**src/rtl/id_stage_pipe.sv**
```systemverilog
// Registered ID/EX stage with a per-register pending-write scoreboard that stalls RAW/WAW hazards.
// Optional macro ID_WB_BYPASS_EN: a writeback clears the pending bit for hazard checks in the same cycle.
module id_stage_pipe #(
    parameter int BUS_WIDTH   = 64,
    parameter int INSTR_WIDTH = 32,
    parameter int REGFILE_LEN = 6,
    parameter int CTRL_WIDTH  = 16
) (
    input  logic                   clk,
    input  logic                   rst,

    input  logic                   in_valid,
    output logic                   in_ready,
    input  logic [BUS_WIDTH-1:0]   in_pc,
    input  logic [INSTR_WIDTH-1:0] in_instr,
    input  logic [CTRL_WIDTH-1:0]  in_ctrl,
    input  logic [REGFILE_LEN-1:0] in_rs1,
    input  logic [REGFILE_LEN-1:0] in_rs2,
    input  logic [REGFILE_LEN-1:0] in_rd,
    input  logic                   in_use_rs1,
    input  logic                   in_use_rs2,
    input  logic                   in_reg_write,

    output logic                   out_valid,
    input  logic                   out_ready,
    output logic [BUS_WIDTH-1:0]   out_pc,
    output logic [INSTR_WIDTH-1:0] out_instr,
    output logic [CTRL_WIDTH-1:0]  out_ctrl,
    output logic [REGFILE_LEN-1:0] out_rs1,
    output logic [REGFILE_LEN-1:0] out_rs2,
    output logic [REGFILE_LEN-1:0] out_rd,
    output logic                   out_reg_write,

    input  logic                   wb_valid,
    input  logic [REGFILE_LEN-1:0] wb_rd,
    input  logic                   flush,
    output logic                   busy,
    output logic [31:0]            stall_count
);

    localparam int NUM_REGS = 1 << REGFILE_LEN;

    logic                   out_valid_q,     out_valid_d;
    logic [BUS_WIDTH-1:0]   out_pc_q,        out_pc_d;
    logic [INSTR_WIDTH-1:0] out_instr_q,     out_instr_d;
    logic [CTRL_WIDTH-1:0]  out_ctrl_q,      out_ctrl_d;
    logic [REGFILE_LEN-1:0] out_rs1_q,       out_rs1_d;
    logic [REGFILE_LEN-1:0] out_rs2_q,       out_rs2_d;
    logic [REGFILE_LEN-1:0] out_rd_q,        out_rd_d;
    logic                   out_reg_write_q, out_reg_write_d;
    logic [31:0]            stall_count_q,   stall_count_d;
    logic [NUM_REGS-1:0]    pending_q,       pending_d;

    logic [NUM_REGS-1:0]    hit_vec;
    logic                   hazard;
    logic                   accept;
    logic                   out_fire;
    logic                   stall;

    // Per-register hit and next pending state; x0 is hardwired clear and never hazards.
    genvar gi;
    generate
        for (gi = 0; gi < NUM_REGS; gi++) begin : g_sb
            if (gi == 0) begin : g_zero
                assign hit_vec[gi]   = 1'b0;
                assign pending_d[gi] = 1'b0;
            end else begin : g_reg
                logic wb_hit;
                logic held_hit;
                logic fire_set;
                logic pend_eff;

                assign wb_hit   = wb_valid && (wb_rd == REGFILE_LEN'(gi));
                assign held_hit = out_valid_q && out_reg_write_q && (out_rd_q == REGFILE_LEN'(gi));
                assign fire_set = out_fire && out_reg_write_q && (out_rd_q == REGFILE_LEN'(gi));
`ifdef ID_WB_BYPASS_EN
                assign pend_eff = pending_q[gi] && !wb_hit;
`else
                assign pend_eff = pending_q[gi];
`endif
                assign hit_vec[gi]   = pend_eff || held_hit;
                // A set from the issuing instruction beats a same-cycle writeback clear.
                assign pending_d[gi] = fire_set || (pending_q[gi] && !wb_hit);
            end
        end
    endgenerate

    always_comb begin
        hazard   = (in_use_rs1   && hit_vec[in_rs1])
                || (in_use_rs2   && hit_vec[in_rs2])
                || (in_reg_write && hit_vec[in_rd]);
        in_ready = !flush && !hazard && (!out_valid_q || out_ready);
        accept   = in_valid && in_ready;
        out_fire = out_valid_q && out_ready && !flush;
        stall    = in_valid && !in_ready && !flush;
    end

    always_comb begin
        out_valid_d     = out_valid_q;
        out_pc_d        = out_pc_q;
        out_instr_d     = out_instr_q;
        out_ctrl_d      = out_ctrl_q;
        out_rs1_d       = out_rs1_q;
        out_rs2_d       = out_rs2_q;
        out_rd_d        = out_rd_q;
        out_reg_write_d = out_reg_write_q;

        if (flush) begin
            out_valid_d = 1'b0;
        end else if (accept) begin
            out_valid_d     = 1'b1;
            out_pc_d        = in_pc;
            out_instr_d     = in_instr;
            out_ctrl_d      = in_ctrl;
            out_rs1_d       = in_rs1;
            out_rs2_d       = in_rs2;
            out_rd_d        = in_rd;
            out_reg_write_d = in_reg_write;
        end else if (out_fire) begin
            out_valid_d = 1'b0;
        end

        stall_count_d = stall_count_q;
        if (stall && (stall_count_q != 32'hFFFF_FFFF)) begin
            stall_count_d = stall_count_q + 32'd1;
        end
    end

    always_ff @(posedge clk) begin
        if (rst) begin
            out_valid_q     <= 1'b0;
            out_pc_q        <= '0;
            out_instr_q     <= '0;
            out_ctrl_q      <= '0;
            out_rs1_q       <= '0;
            out_rs2_q       <= '0;
            out_rd_q        <= '0;
            out_reg_write_q <= 1'b0;
            stall_count_q   <= '0;
            pending_q       <= '0;
        end else begin
            out_valid_q     <= out_valid_d;
            out_pc_q        <= out_pc_d;
            out_instr_q     <= out_instr_d;
            out_ctrl_q      <= out_ctrl_d;
            out_rs1_q       <= out_rs1_d;
            out_rs2_q       <= out_rs2_d;
            out_rd_q        <= out_rd_d;
            out_reg_write_q <= out_reg_write_d;
            stall_count_q   <= stall_count_d;
            pending_q       <= pending_d;
        end
    end

    assign out_valid     = out_valid_q;
    assign out_pc        = out_pc_q;
    assign out_instr     = out_instr_q;
    assign out_ctrl      = out_ctrl_q;
    assign out_rs1       = out_rs1_q;
    assign out_rs2       = out_rs2_q;
    assign out_rd        = out_rd_q;
    assign out_reg_write = out_reg_write_q;
    assign busy          = |pending_q;
    assign stall_count   = stall_count_q;

endmodule

```
**config.mk**
```make
export PLATFORM = sky130hd
export DESIGN_NAME = id_stage_pipe
export DESIGN_NICKNAME = d
export VERILOG_FILES = /design/src/rtl/id_stage_pipe.sv
export SDC_FILE = /design/constraint.sdc
export NUM_CORES = 1
export LEC_CHECK = 0
export ABC_AREA = 1
export BUFFER_PORTS_ARGS = -buffer_cell sky130_fd_sc_hd__buf_2
export CELL_PAD_IN_SITES_DETAIL_PLACEMENT = 0
export CELL_PAD_IN_SITES_GLOBAL_PLACEMENT = 1
export CORE_AREA = 2 2 206 208
export CTS_CLUSTER_SIZE = 30
export DETAILED_ROUTE_END_ITERATION = 7
export DIE_AREA = 0 0 208 210
export HOLD_SLACK_MARGIN = 0.05
export PLACE_DENSITY = 0.81
export REMOVE_ABC_BUFFERS = 1
export SLEW_MARGIN = 20
export SYNTH_ARGS = -nofsm -noshare
export SYNTH_HDL_FRONTEND = slang
export SYNTH_SLANG_ARGS = --single-unit
```
**constraint.sdc**
```tcl
create_clock -name clk -period 2.4 [get_ports clk]
set_input_delay 0.36 -clock clk [delete_from_list [all_inputs] [get_ports clk]]
set_output_delay 0.36 -clock clk [all_outputs]
set_load 0.03 [all_outputs]
```
Word-level counts from Yosys, hierarchy flattened:

Index checks and enable logic that the tools add are counted.

* $lt $le $gt $ge: 3
* eq/ne operators: 127
* add/sub/neg operators: 1
* muxes and demuxes: 8
* bitwise operators: 1
* reduce and logical (&&, ||, !) cells: 465

Operators by type and width (number)
* $eq 6x6->1 const B: 64
* $logic_and 1x1->1: 265
* $eq 6x5->1 const B: 32
* $logic_or 1x1->1: 129
* $eq 6x4->1 const B: 16
* $logic_not 1->1: 67
* $reduce_or 64->1: 1
* $eq 6x3->1 const B: 8
* $add 32x1->32 const B: 1
* $ne 32x32->1 const B: 1
* $eq 6x2->1 const B: 4
* $lt 6x7->1 const B: 3
* $bmux 1 s6: 3
* $eq 6x1->1 const B: 2
* $mux 1: 5
* $reduce_and 2->1: 1
* $reduce_bool 2->1: 1
* $reduce_or 2->1: 1
* $not 1->1: 1

* input port bits: 145
* register bits after elaboration: 228
* word-level logic and storage cells: 616
* output and inout port bits: 166

Logic depth before layout (Yosys ltp):

Gate-level depths: netlist (run 1).

* depth after elaboration: 15
* mapped depth: 21
* gate-level depth less buffers: 20

Least setup slack after synthesis (run 1):

Ideal clock, no wire load.

* path kind: flip-flop to flip-flop
* from: reg out_rd_q[5] (netlist: out_rd[5])
* to: reg out_instr_q[10] (netlist: out_instr[10])
* setup time: 0.116 ns
* arrival time: 2.519 ns
* buffers on the path: 3
* period minus slack after synthesis: 2.635 ns
* data required time: 2.284 ns
* cell stages (with the launch flop): 21
* path slack: -0.235 ns
* path through: dfxtp_1 -> inv_1 -> nand2_1 -> inv_1 -> clkbuf_1 -> nand3_1 -> nand2_1 -> nand2_1 -> nand3_1 -> nand3_1 -> nand3_1 -> nand3_1 -> nand3_1 -> nand3_1 -> nand2_1 -> nor2_4 -> nand2_4 -> buf_4 -> buf_2 -> o21ai_0 -> nor2_1

* cells in the longest elaborated chain, start to end: 13
* elaborated cells on any way between the ends: 205
* those cells by class: eq/ne (63); mux (6); reduce/logical (136)

RTL lines
* start: declaration: RTL line 49 `logic [REGFILE_LEN-1:0] out_rd_q, out_rd_d;`
* start signal: assignment: RTL line 148 `out_rd_q <= out_rd_d;`
* $eq 6x1->1, or another cell as far along: RTL line 74 `assign held_hit = out_valid_q && out_reg_write_q && (out_rd_q == REGFILE_LEN'(gi));`
* $logic_and 1x1->1: RTL line 74
* $logic_or 1x1->1: RTL line 81 `assign hit_vec[gi] = pend_eff || held_hit;`
* $bmux 1 s6 (on tied branches): RTL line 89, 90
* $mux 1 (on tied branches): RTL line 89, 90
* $logic_and 1x1->1 (on tied branches): RTL line 89, 90
* $logic_or 1x1->1: RTL line 90 `|| (in_use_rs2 && hit_vec[in_rs2])`
* $logic_or 1x1->1 *: RTL line 91 `|| (in_reg_write && hit_vec[in_rd]);`
* $logic_not 1->1 *: RTL line 92 `in_ready = !flush && !hazard && (!out_valid_q || out_ready);`
* $logic_and 1x1->1 * (2 in a row): RTL line 92
* net in_ready: RTL line 13 `output logic in_ready,`
* $logic_and 1x1->1 *: RTL line 93 `accept = in_valid && in_ready;`
* $reduce_and 2->1 (no source line) *
* end signal: assignment: RTL line 144 `out_instr_q <= out_instr_d;`
* end: declaration: RTL line 45 `logic [INSTR_WIDTH-1:0] out_instr_q, out_instr_d;`

The timed path passes the listed nets; every way through them passes the cells marked *. The select of a mux whose other input is x is not followed.
A chain may end at the register's enable or synchronous reset.

Worst setup path after layout (run 1):

* from: reg out_rd_q[0] (netlist: out_rd[0])
* to: out in_ready

* cells in the longest elaborated chain, start to end: 11
* elaborated cells on any way between the ends: 203
* those cells by class: eq/ne (63); mux (6); reduce/logical (134)

RTL lines (RTL line)
* $eq 6x1->1, or another cell as far along: 74
* $logic_and 1x1->1: 74
* $logic_or 1x1->1: 81
* $bmux 1 s6 (on tied branches): 89, 90
* $mux 1 (on tied branches): 89, 90
* $logic_and 1x1->1 (on tied branches): 89, 90
* $logic_or 1x1->1: 90
* $logic_or 1x1->1 *: 91
* $logic_not 1->1 *: 92
* $logic_and 1x1->1 * (2 in a row): 92
* end: declaration: 13

Mark *: on every way between the ends. The rest lies on a longest branch, timed or not. The select of a mux whose other input is x is not followed.

==> reports/metrics.yaml, run 1 <==
rows: 75
track_usage: 0.261
cp-start-kind: "register"
dp_hpwl_um: 38300
hold_path.class: "input port to register"
synth_edf_count: 0
fin_crit_sh: 1.28
timing.setup.tns_ns: -77.67
max_slew_margin: 0.508
die_w_um: 208
clk_latency_ns: 0.58
worstPathRequired_ns: 2.04
grt_setup_unrepaired: "true"
worst_path_most_repeated_cell: "nand3_2"
synth_top_area_frac: 0.370
path_max_fanout: 5
fmax_mhz: 325
end_kind: "output port"
ys_warn_count: 0
synth_area_leader_cell: "dfxtp_1"
synth_area_mm2: 0.0123
finClkSkew_ns: 0.0284
final_common_cell: "nand3_1"
async_reset_ff_frac: 0
path_clk_slew_ns: 0.06
drive_gt1_frac: 0.382
synth_area_leaders: "dfxtp_1 (37%), nand3_1 (17%), nor2_1 (10%), nand2_1 (8.6%), o21ai_0 (7.9%)"
power_density_mw_per_mm2: 543
dp_slack_ns: -0.531
portBuffers: 310
grt_pass1_wl_um: 91300
setup_violations: 166
cts_tree: "built"
post_synth_num_cell_types: 24
hold_viol_final: 0
first_pass_iters: 8
grt_max_degree: 65
crit_buf_inv: 4
dieArea_mm2: 0.0437
crit_slowest_cell: "dfxtp_4"
holdPathStages: 3
antenna_found_initial: 2
p_leak_nw: 9.08
max_slew.worst_pin.slew_ns: 0.737
synth_cells: 1955
drtIter0Drc: 1743
areaGrowthSynthToFinish_pct: 66.4
cts_root_buf: "clkbuf_16"
setup_ws_ns: -0.680
slowest_delay_ns: 0.36
start_util: 0.296
core-area_mm2: 0.0415
vias: 16400
ant_nets: 0
outcome: "finished, violations left"
layout_common_cells: "nand3_1 (314), buf_2 (309), nor2_1 (235), nand2_1 (231), dfxtp_1 (220)"
rr_worst_depth: 24
htreeDepth: 1
maxCapViolCount: 0
avgSynthCellArea_um2: 6.28
crit_family: "simple AND/OR/NAND/NOR gates"
finalWorstPathRequiredPeriod_ns: 3.08
drt-total-wl_um: 60900
path_depth: 17
pin_count: 311
worstPathArrival_ns: 2.72
layout.nets: 2607
ys_ff_latch: 227
drv_slew: 0
synthFlopType: "dfxtp_1"
grt-ovfl-total: 0
crit_chain: "inv_4 > nand2_4 > buf_6 > nor2_4 > nand3_2 > nand2_4 > nand2_2 > nand3_2 > nand3_2 > nand3_2 > nand3_2 > nand3_2 > nand3_2 > nand2_2 > nor2_4 > buf_6 > buf_8"
yosysSeqAreaShare: 0.370
clockBufferDepth: 3
dieHeight_um: 210
wire_per_inst_um: 20.1
ir_drop_mv: 0.521
grt_pass1_vias: 16200
detail_route.vias_per_cell: 5.43
routabilityCongestion: 0.912
failed_checks: "setup timing"
critPathKind: "register to output port"
remaining_drc_errors: 0
clkSinkCount: 227
cts_inserted_buffers: 27
## path summary, 6_finish.rpt
check                                                 from                          to  slack (ns)
worst max register to register      out_rd[0]$_SDFFE_PP0P_     out_pc[48]$_SDFFE_PP0P_       -0.62
worst min-delay path                             in_pc[55]     out_pc[55]$_SDFFE_PP0P_        0.06
worst min register to register  out_instr[30]$_SDFFE_PP0P_  out_instr[30]$_SDFFE_PP0P_        0.47
worst max-delay path                out_rd[0]$_SDFFE_PP0P_                    in_ready       -0.68
## per-stage QoR
step | utilization | hold WS [ns] | std cells | total power [mW] | cell area [µm²]
after floorplan | - | 0.429 | 1830 | 5.04 | 11700
after global placement | 0.369 | 0.458 | 2808 | 5.87 | 15300
after detailed placement | 0.369 | 0.464 | 2808 | 5.89 | 15300
after CTS | 0.471 | 0.0501 | 3011 | 10.8 | 19500
after global routing | 0.492 | 0.0663 | 3020 | 11.4 | 20400
final | 0.493 | 0.0585 | 3021 | 11.1 | 20400
## power breakdown
part	internal [mW]	switching, mW	total (mW)
Sequential	3.93	0.145	4.07
Combinational	1.15	1.59	2.73
Clock	2.49	1.79	4.28
## layout make-up
| cell class | count | area, µm² |
|---|---|---|
| well taps | 539 | 674 |
| inverters | 191 | 744 |
| flip-flops and latches | 227 | 4570 |
| multi-input cells | 1413 | 8280 |
| diodes | 1 | 2.50 |
| repair inverters | 1 | 11.3 |
| clock inverters | 11 | 134 |
| fillers | 3888 | 21000 |
| repair buffers | 600 | 5240 |
| clock buffers | 38 | 777 |
## kinds of logic (layout without fill, tap and decap cells)
logic type / Yosys count / in the layout / synth area share
AO/OA/AOI/OAI: 262 / 262 / 0.107
XOR/XNOR: 1 / 1 / 0.000713
adder cells (fa/ha/maj): 1 / 1 / 0.00102
buffers and inverters: 316 / 841 / 0.103
flip-flops: 227 / 227 / 0.370
other: 0 / 1 / 0
AND/OR/NAND/NOR: 1148 / 1149 / 0.419
## per-layer routing
metal  vias up  share of wire  wire [µm]  GRT usage
met5         -        0.00031         19          0
met4         4          0.063       3850      0.141
met3       280          0.083       5020     0.0502
met2       897           0.46      28200      0.426
met1      7727           0.39      23800      0.326
li1       7484              -          -          -
## state kept, by name, indices dropped and copies added, names as in the netlist, 6 cells and up
signal	count
pending_q	63
out_rs2	6
out_ctrl	16
out_rd	6
out_instr	32
out_rs1	6
stall_count	32
out_pc	64
## Yosys cell counts (9+ instances only)
library cell  count
a21oi_1          68
buf_1            13
buf_2            22
buf_4            13
clkbuf_1         77
dfxtp_1         227
inv_1           185
nand2_1         281
nand3_1         429
nand4_1          51
nor2_1          336
nor2_4            9
nor3_1           11
nor4_1           12
o21ai_0         194
## repair_timing
action / CTS / global route
hold buffers: 78 / 0
gates resized for setup: 424 / 242
gates cloned: 30 / 6
buffers inserted: 47 / 10
pin swaps: 97 / 105
endpoints found under the hold margin: 78 / 0
endpoints found under the setup margin: 166 / 166
## tightest hold or removal path: stages
cell and delay (ns):
buf_2 0.09, o21ai_2 0.05, nor2_1 0.08
No activity file was read; power rests on OpenSTA's default activity.
==> run 2, diff against run 1 <==
ABC_AREA = unset   (was 1)
CORE_AREA = 2 2 201 203   (was 2 2 206 208)
DIE_AREA = 0 0 203 205   (was 0 0 208 210)
PLACE_DENSITY = 0.77   (was 0.81)
==> run 2 against run 1 <==
Net effect:
- the run still ends with setup timing left
- first-iteration DRC count shrank 37%
- final cell count decreased by 14%
- synthesized cell count shrank 31%
- setup slack got worse by 0.66 ns
- sequential share of layout area up 0.72 points
- clock skew down 0.0017 ns
- critical path type unchanged
==> reports/metrics.yaml, run 2 <==
first_pass_iters: 5
cts_tree: "built"
multi_input_area_mm2: 0.00753
maxCapViolCount: 0
clockBufferDepth: 3
finClkSkew_ns: 0.0267
synth_area_leader_cell: "dfxtp_1"
areaGrowthSynthToFinish_pct: 68.2
setup_violations: 166
synthFlopType: "dfxtp_1"
finalWorstPathRequiredPeriod_ns: 3.74
netlist_top_cells_count: "dfxtp_1 (227), nor2_1 (181), mux2i_1 (141)"
pin_count: 311
wire_per_inst_um: 21.4
dieHeight_um: 205
layout_common_cells: "buf_2 (308), buf_4 (297), dfxtp_1 (221), nor2_1 (180), mux2i_1 (130)"
power_switching_share: 0.295
end_kind: "output port"
grt_pass1_vias: 14000
path_max_fanout: 12
drtIter0Drc: 1101
combPwrFrac: 0.226
synth_area_mm2: 0.0118
cp-start-kind: "register"
async_reset_ff_frac: 0
drt-total-wl_um: 55500
synth_cells: 1352
largest_reg_flops: 64
ant_nets: 0
hold_start: "in_instr[6]"
portBuffers: 310
clock_power_share: 0.401
cts_inserted_buffers: 28
hold_path.class: "input port to register"
yosysMostFrequentCell: "dfxtp_1"
regArea_mm2: 0.00456
startpoint: "out_rd[3]$_SDFFE_PP0P_"
die_w_um: 203
max_slew_margin: 0.486
p_int_mw: 7.58
ir_drop_mv: 0.521
drv_slew: 0
worstPathRequired_ns: 2.04
path_clk_slew_ns: 0.06
fin_hold_ws_ns: 0.0649
final_util: 0.502
dieArea_mm2: 0.0416
grt_setup_unrepaired: "true"
final_common_cell: "buf_2"
clk_latency_ns: 0.59
antenna_found_initial: 1
vias: 13800
power_density_mw_per_mm2: 544
critPathKind: "register to output port"
power_frac_seq: 0.373
p_switching_mw: 3.18
htreeDepth: 1
yosysSeqAreaShare: 0.387
worstPathArrival_ns: 3.38
detail_route.vias_per_cell: 5.33
drive_gt1_frac: 0.432
grt-ovfl-total: 0
max_slew.worst_pin.slew_ns: 0.768
grt_pass1_wl_um: 82300
core-area_mm2: 0.0394
ys_ff_latch: 227
routabilityCongestion: 0.986
synth_edf_count: 0
r2r_start: "out_rd[3]$_SDFFE_PP0P_"
fmax_mhz: 268
rows: 73
avgSynthCellArea_um2: 8.69
synth_area_leaders: "dfxtp_1 (39%), mux2i_1 (12%), a21oi_1 (5.8%), nor2_1 (5.8%), mux4_2 (4.0%)"
track_usage: 0.255
outcome: "finished, violations left"
p_leak_nw: 9.04
layout.nets: 2192
cts_root_buf: "clkbuf_16"
clkSinkCount: 227
dp_hpwl_um: 38100
remaining_drc_errors: 0
hold_viol_final: 0
nFillCells: 3545
start_util: 0.299
setup_ws_ns: -1.34
grt_max_degree: 98
synth_top_area_frac: 0.387
failed_checks: "setup timing"
ys_warn_count: 0
post_synth_num_cell_types: 66
fin_crit_sh: 1.56
-- run 2: changes by cell type in the layout (fill, tap and decap cells not counted), sizes merged, moves of 37 or more --
cell / before / now
mux2i: 0 / 141
a211oi: 0 / 47
nand4: 51 / 12
buf: 517 / 658
nor2: 352 / 181
o21ai: 194 / 71
nor2b: 0 / 37
inv: 194 / 10
a21oi: 68 / 137
nand3: 429 / 29
nand2: 290 / 108
-- run 2: per-layer routing --
metal / up-vias / GRT usage / routed length (µm)
met5: - / 0 / 0
met4: 0 / 0.104 / 2270
met3: 131 / 0.0533 / 4280
met2: 640 / 0.439 / 26800
met1: 6734 / 0.310 / 22200
li1: 6322 / - / -
-- run 2: worst paths after layout --
kind	end	slack, ns	cells after the start
worst max-delay path	in_ready	-1.34	11
worst min-delay path	out_instr[6]$_SDFFE_PP0P_	0.06	3
worst max register to register	stall_count[5]$_SDFFE_PP0P_	-1.25	14
worst min register to register	out_rs1[4]$_SDFFE_PP0P_	0.49	2
-- run 2: logic make-up after synthesis --
logic type                 Yosys count  synth area share
xor gates and xnor gates             1          0.000745
buffers and inverters              126            0.0517
muxes                              191             0.188
and+or+nand+nor                    488             0.207
DFF                                227             0.387
AOI/OAI and AO/OA                  318             0.164
adders and majority gates            1           0.00106
-- run 2: worst max-delay path, cell delays in order, from the launching register on --
cell      delay (ns)
dfxtp_4         0.38
buf_4           0.14
and4bb_2        0.39
buf_4           0.19
a21oi_1         0.18
mux4_2          0.55
a22oi_1         0.21
a21oi_1         0.11
o22a_1          0.22
and2_4          0.17
buf_12          0.13
buf_8           0.13
-- run 2: stage by stage --
stage	cell area (µm²)	power (mW)	TNS, ns	cells	setup slack, ns
floorplan	11200	5.12	-785.00	1239	-5.55
global placement	15900	5.81	-223.04	2380	-1.49
detailed placement	15900	5.84	-214.36	2380	-1.48
CTS	19400	10.7	-169.41	2585	-1.34
global route	19800	11.1	-195.21	2594	-1.45
finish	19800	10.8	-173.13	2594	-1.34
-- run 2: cell type report --
cell class,count,area share
multi-input combinational,1000,0.381
timing repair buffer,776,0.305
sequential,227,0.231
clock buffer,39,0.0401
tap,525,0.0332
clock inverter,13,0.00766
inverter,13,0.00247
antenna,1,0.000127
-- run 2: what timing repair did --
action                                  CTS  global route
pin swaps                                43            31
hold buffers                            110             0
hold endpoints to repair                110             0
gates cloned                             15             1
endpoints found under the setup margin  166           166
resized for setup                       190            72
buffers inserted                         28            10
-- run 2: power by group through the flow --
stage	Clock (mW)	Combinational [mW]	Sequential (mW)
global route	4.52	2.55	4.02
finish	4.32	2.43	4.01
floorplan	0	0.742	4.38
CTS	4.37	2.30	4.00
global placement	0	1.74	4.07
detailed placement	0	1.76	4.08
==> run 3, diff against run 2 <==
CORE_AREA = 2 2 187 189   (was 2 2 201 203)
DIE_AREA = 0 0 189 191   (was 0 0 203 205)
PLACE_DENSITY = 0.86   (was 0.77)
==> run 3 against run 2 <==
Net effect:
- the run still ends with setup timing left
- clock skew decreased by 0.0053 ns
- via count decreased by 0.30%
- global-route usage increased by 4.3 points
- total power decreased by 0.54%
- register-to-register slack got worse by 0.14 ns
- worst hold slack got worse by 0.00079 ns
- final cell count decreased by 3.4%
- count of clock-buffer cells in the layout decreased by 8
- largest power group unchanged
- highest routed layer is now met5
==> reports/metrics.yaml, run 3 (same netlist as run 2, synthesis figures left out) <==
track_usage: 0.298
die_w_um: 189
final_util: 0.566
pin_count: 311
ir_drop_mv: 0.531
timing.setup.tns_ns: -187.16
portBuffers: 310
dieArea_mm2: 0.0361
use_met3: 0.0499
power_density_mw_per_mm2: 554
drv_slew: 0
instances_no_fill: 2507
final_common_cell: "buf_4"
grt-ovfl-total: 0
p_switching_mw: 3.10
worstPathArrival_ns: 4.23
wire_per_inst_um: 22.2
nFillCells: 2946
remaining_drc_errors: 0
path_clk_slew_ns: 0.07
hold_viol_final: 0
detail_route.vias_per_cell: 5.50
fin_crit_sh: 1.58
path_max_fanout: 7
antenna_found_initial: 4
worstPathRequired_ns: 2.84
max_slew.worst_pin.slew_ns: 0.833
vias: 13800
core-area_mm2: 0.0341
grt_setup_unrepaired: "true"
place_area_mm2: 0.0158
critPathKind: "register to register"
slowest_delay_ns: 0.50
grt_max_degree: 85
failed_checks: "setup timing"
outcome: "finished, violations left"
end_kind: "register"
rows: 68
layout_common_cells: "buf_4 (311), buf_2 (307), dfxtp_1 (223), nor2_1 (179), mux2i_1 (128)"
areaGrowthSynthToFinish_pct: 64.3
drive_gt1_frac: 0.429
drt-total-wl_um: 55700
clk_latency_ns: 0.56
layout.nets: 2177
cp-start-kind: "register"
dp_slack_ns: -1.59
dp_hpwl_um: 37700
hold_path.class: "input port to register"
maxCapViolCount: 0
htreeDepth: 1
crit_slowest_cell: "mux4_2"
clockBufferDepth: 3
p_int_mw: 7.60
setup_ws_ns: -1.39
cts_inserted_buffers: 25
first_pass_iters: 7
grt_pass1_vias: 14000
clkSinkCount: 227
finalWorstPathRequiredPeriod_ns: 3.79
setup_violations: 166
worst_path_most_repeated_cell: "bufbuf_16"
cts_tree: "built"
p_leak_nw: 8.92
dieHeight_um: 191
finClkSkew_ns: 0.0214
ant_nets: 0
design_area_mm2: 0.0193
numPlacedInstances: 2315
cts_root_buf: "clkbuf_16"
crit_chain: "bufbuf_16 > nor4b_4 > buf_6 > a21oi_2 > mux4_2 > a22oi_2 > and4_1 > o211ai_1 > o22a_1 > and2_4 > buf_4 > bufbuf_16 > nor4_4 > mux2_4"
grtUsageMet2: 0.492
combPwrFrac: 0.221
largest_reg_flops: 64
start_util: 0.344
power_switching_share: 0.289
busiest_layer: "met2"
power_frac_seq: 0.375
grt_pass1_wl_um: 83100
grtUsageMet1: 0.381
drtIter0Drc: 997
routabilityCongestion: 1.02
max_slew_margin: 0.443
power_mw: 10.7
clock_power_share: 0.404
fmax_mhz: 264
fin_hold_ws_ns: 0.0641
run 3: critical path, delay by kind of cell, from the launching register on:
family	cells	cell delay (ns)
simple gates	4	0.90
flops	1	0.38
mux	2	0.83
buf+inv	4	0.87
compound gates	4	0.68
run 3: worst paths after layout:
| check | startpoint | end | slack [ns] | cells past startpoint |
|---|---|---|---|---|
| worst max-delay path | out_rd[1]$_SDFFE_PP0P_ | stall_count[6]$_SDFFE_PP0P_ | -1.39 | 14 |
| worst max register to register | out_rd[1]$_SDFFE_PP0P_ | stall_count[6]$_SDFFE_PP0P_ | -1.39 | 14 |
| worst min-delay path | in_instr[28] | out_instr[28]$_SDFFE_PP0P_ | 0.06 | 3 |
| worst min register to register | out_rs2[2]$_SDFFE_PP0P_ | out_rs2[2]$_SDFFE_PP0P_ | 0.49 | 2 |
run 3: layout make-up:
cell class	instances	area, µm²	share of cell area
Antenna cell	3	7.51	0.000389
Clock buffer	31	688	0.0356
Clock inverter	14	220	0.0114
Inverter	13	48.8	0.00253
Multi-Input combinational cell	1000	7360	0.381
Sequential cell	227	4560	0.236
Tap cell	455	569	0.0295
Timing Repair Buffer	764	5850	0.303
run 3: power by group through the flow:
stage	clock network [mW]	registers, mW	logic, mW
global placement	0	4.07	1.70
floorplan	0	4.38	0.742
detailed placement	0	4.08	1.72
global route	4.52	4.02	2.49
finish	4.32	4.01	2.37
CTS	4.37	4.00	2.24
run 3: repair_timing:
action	4_1_cts	5_1_grt
setup buffers	27	7
pin swaps	27	7
endpoints found under the setup margin	166	166
gates resized for setup	159	43
hold buffers	95	0
gates cloned	15	1
hold endpoints to repair	95	0
run 3: routing by layer:
| metal | routed length [µm] | part of all wire |
|---|---|---|
| met5 | 13 | 0.00023 |
| met2 | 26400 | 0.47 |
| met4 | 2570 | 0.046 |
| met3 | 4210 | 0.076 |
| met1 | 22500 | 0.40 |
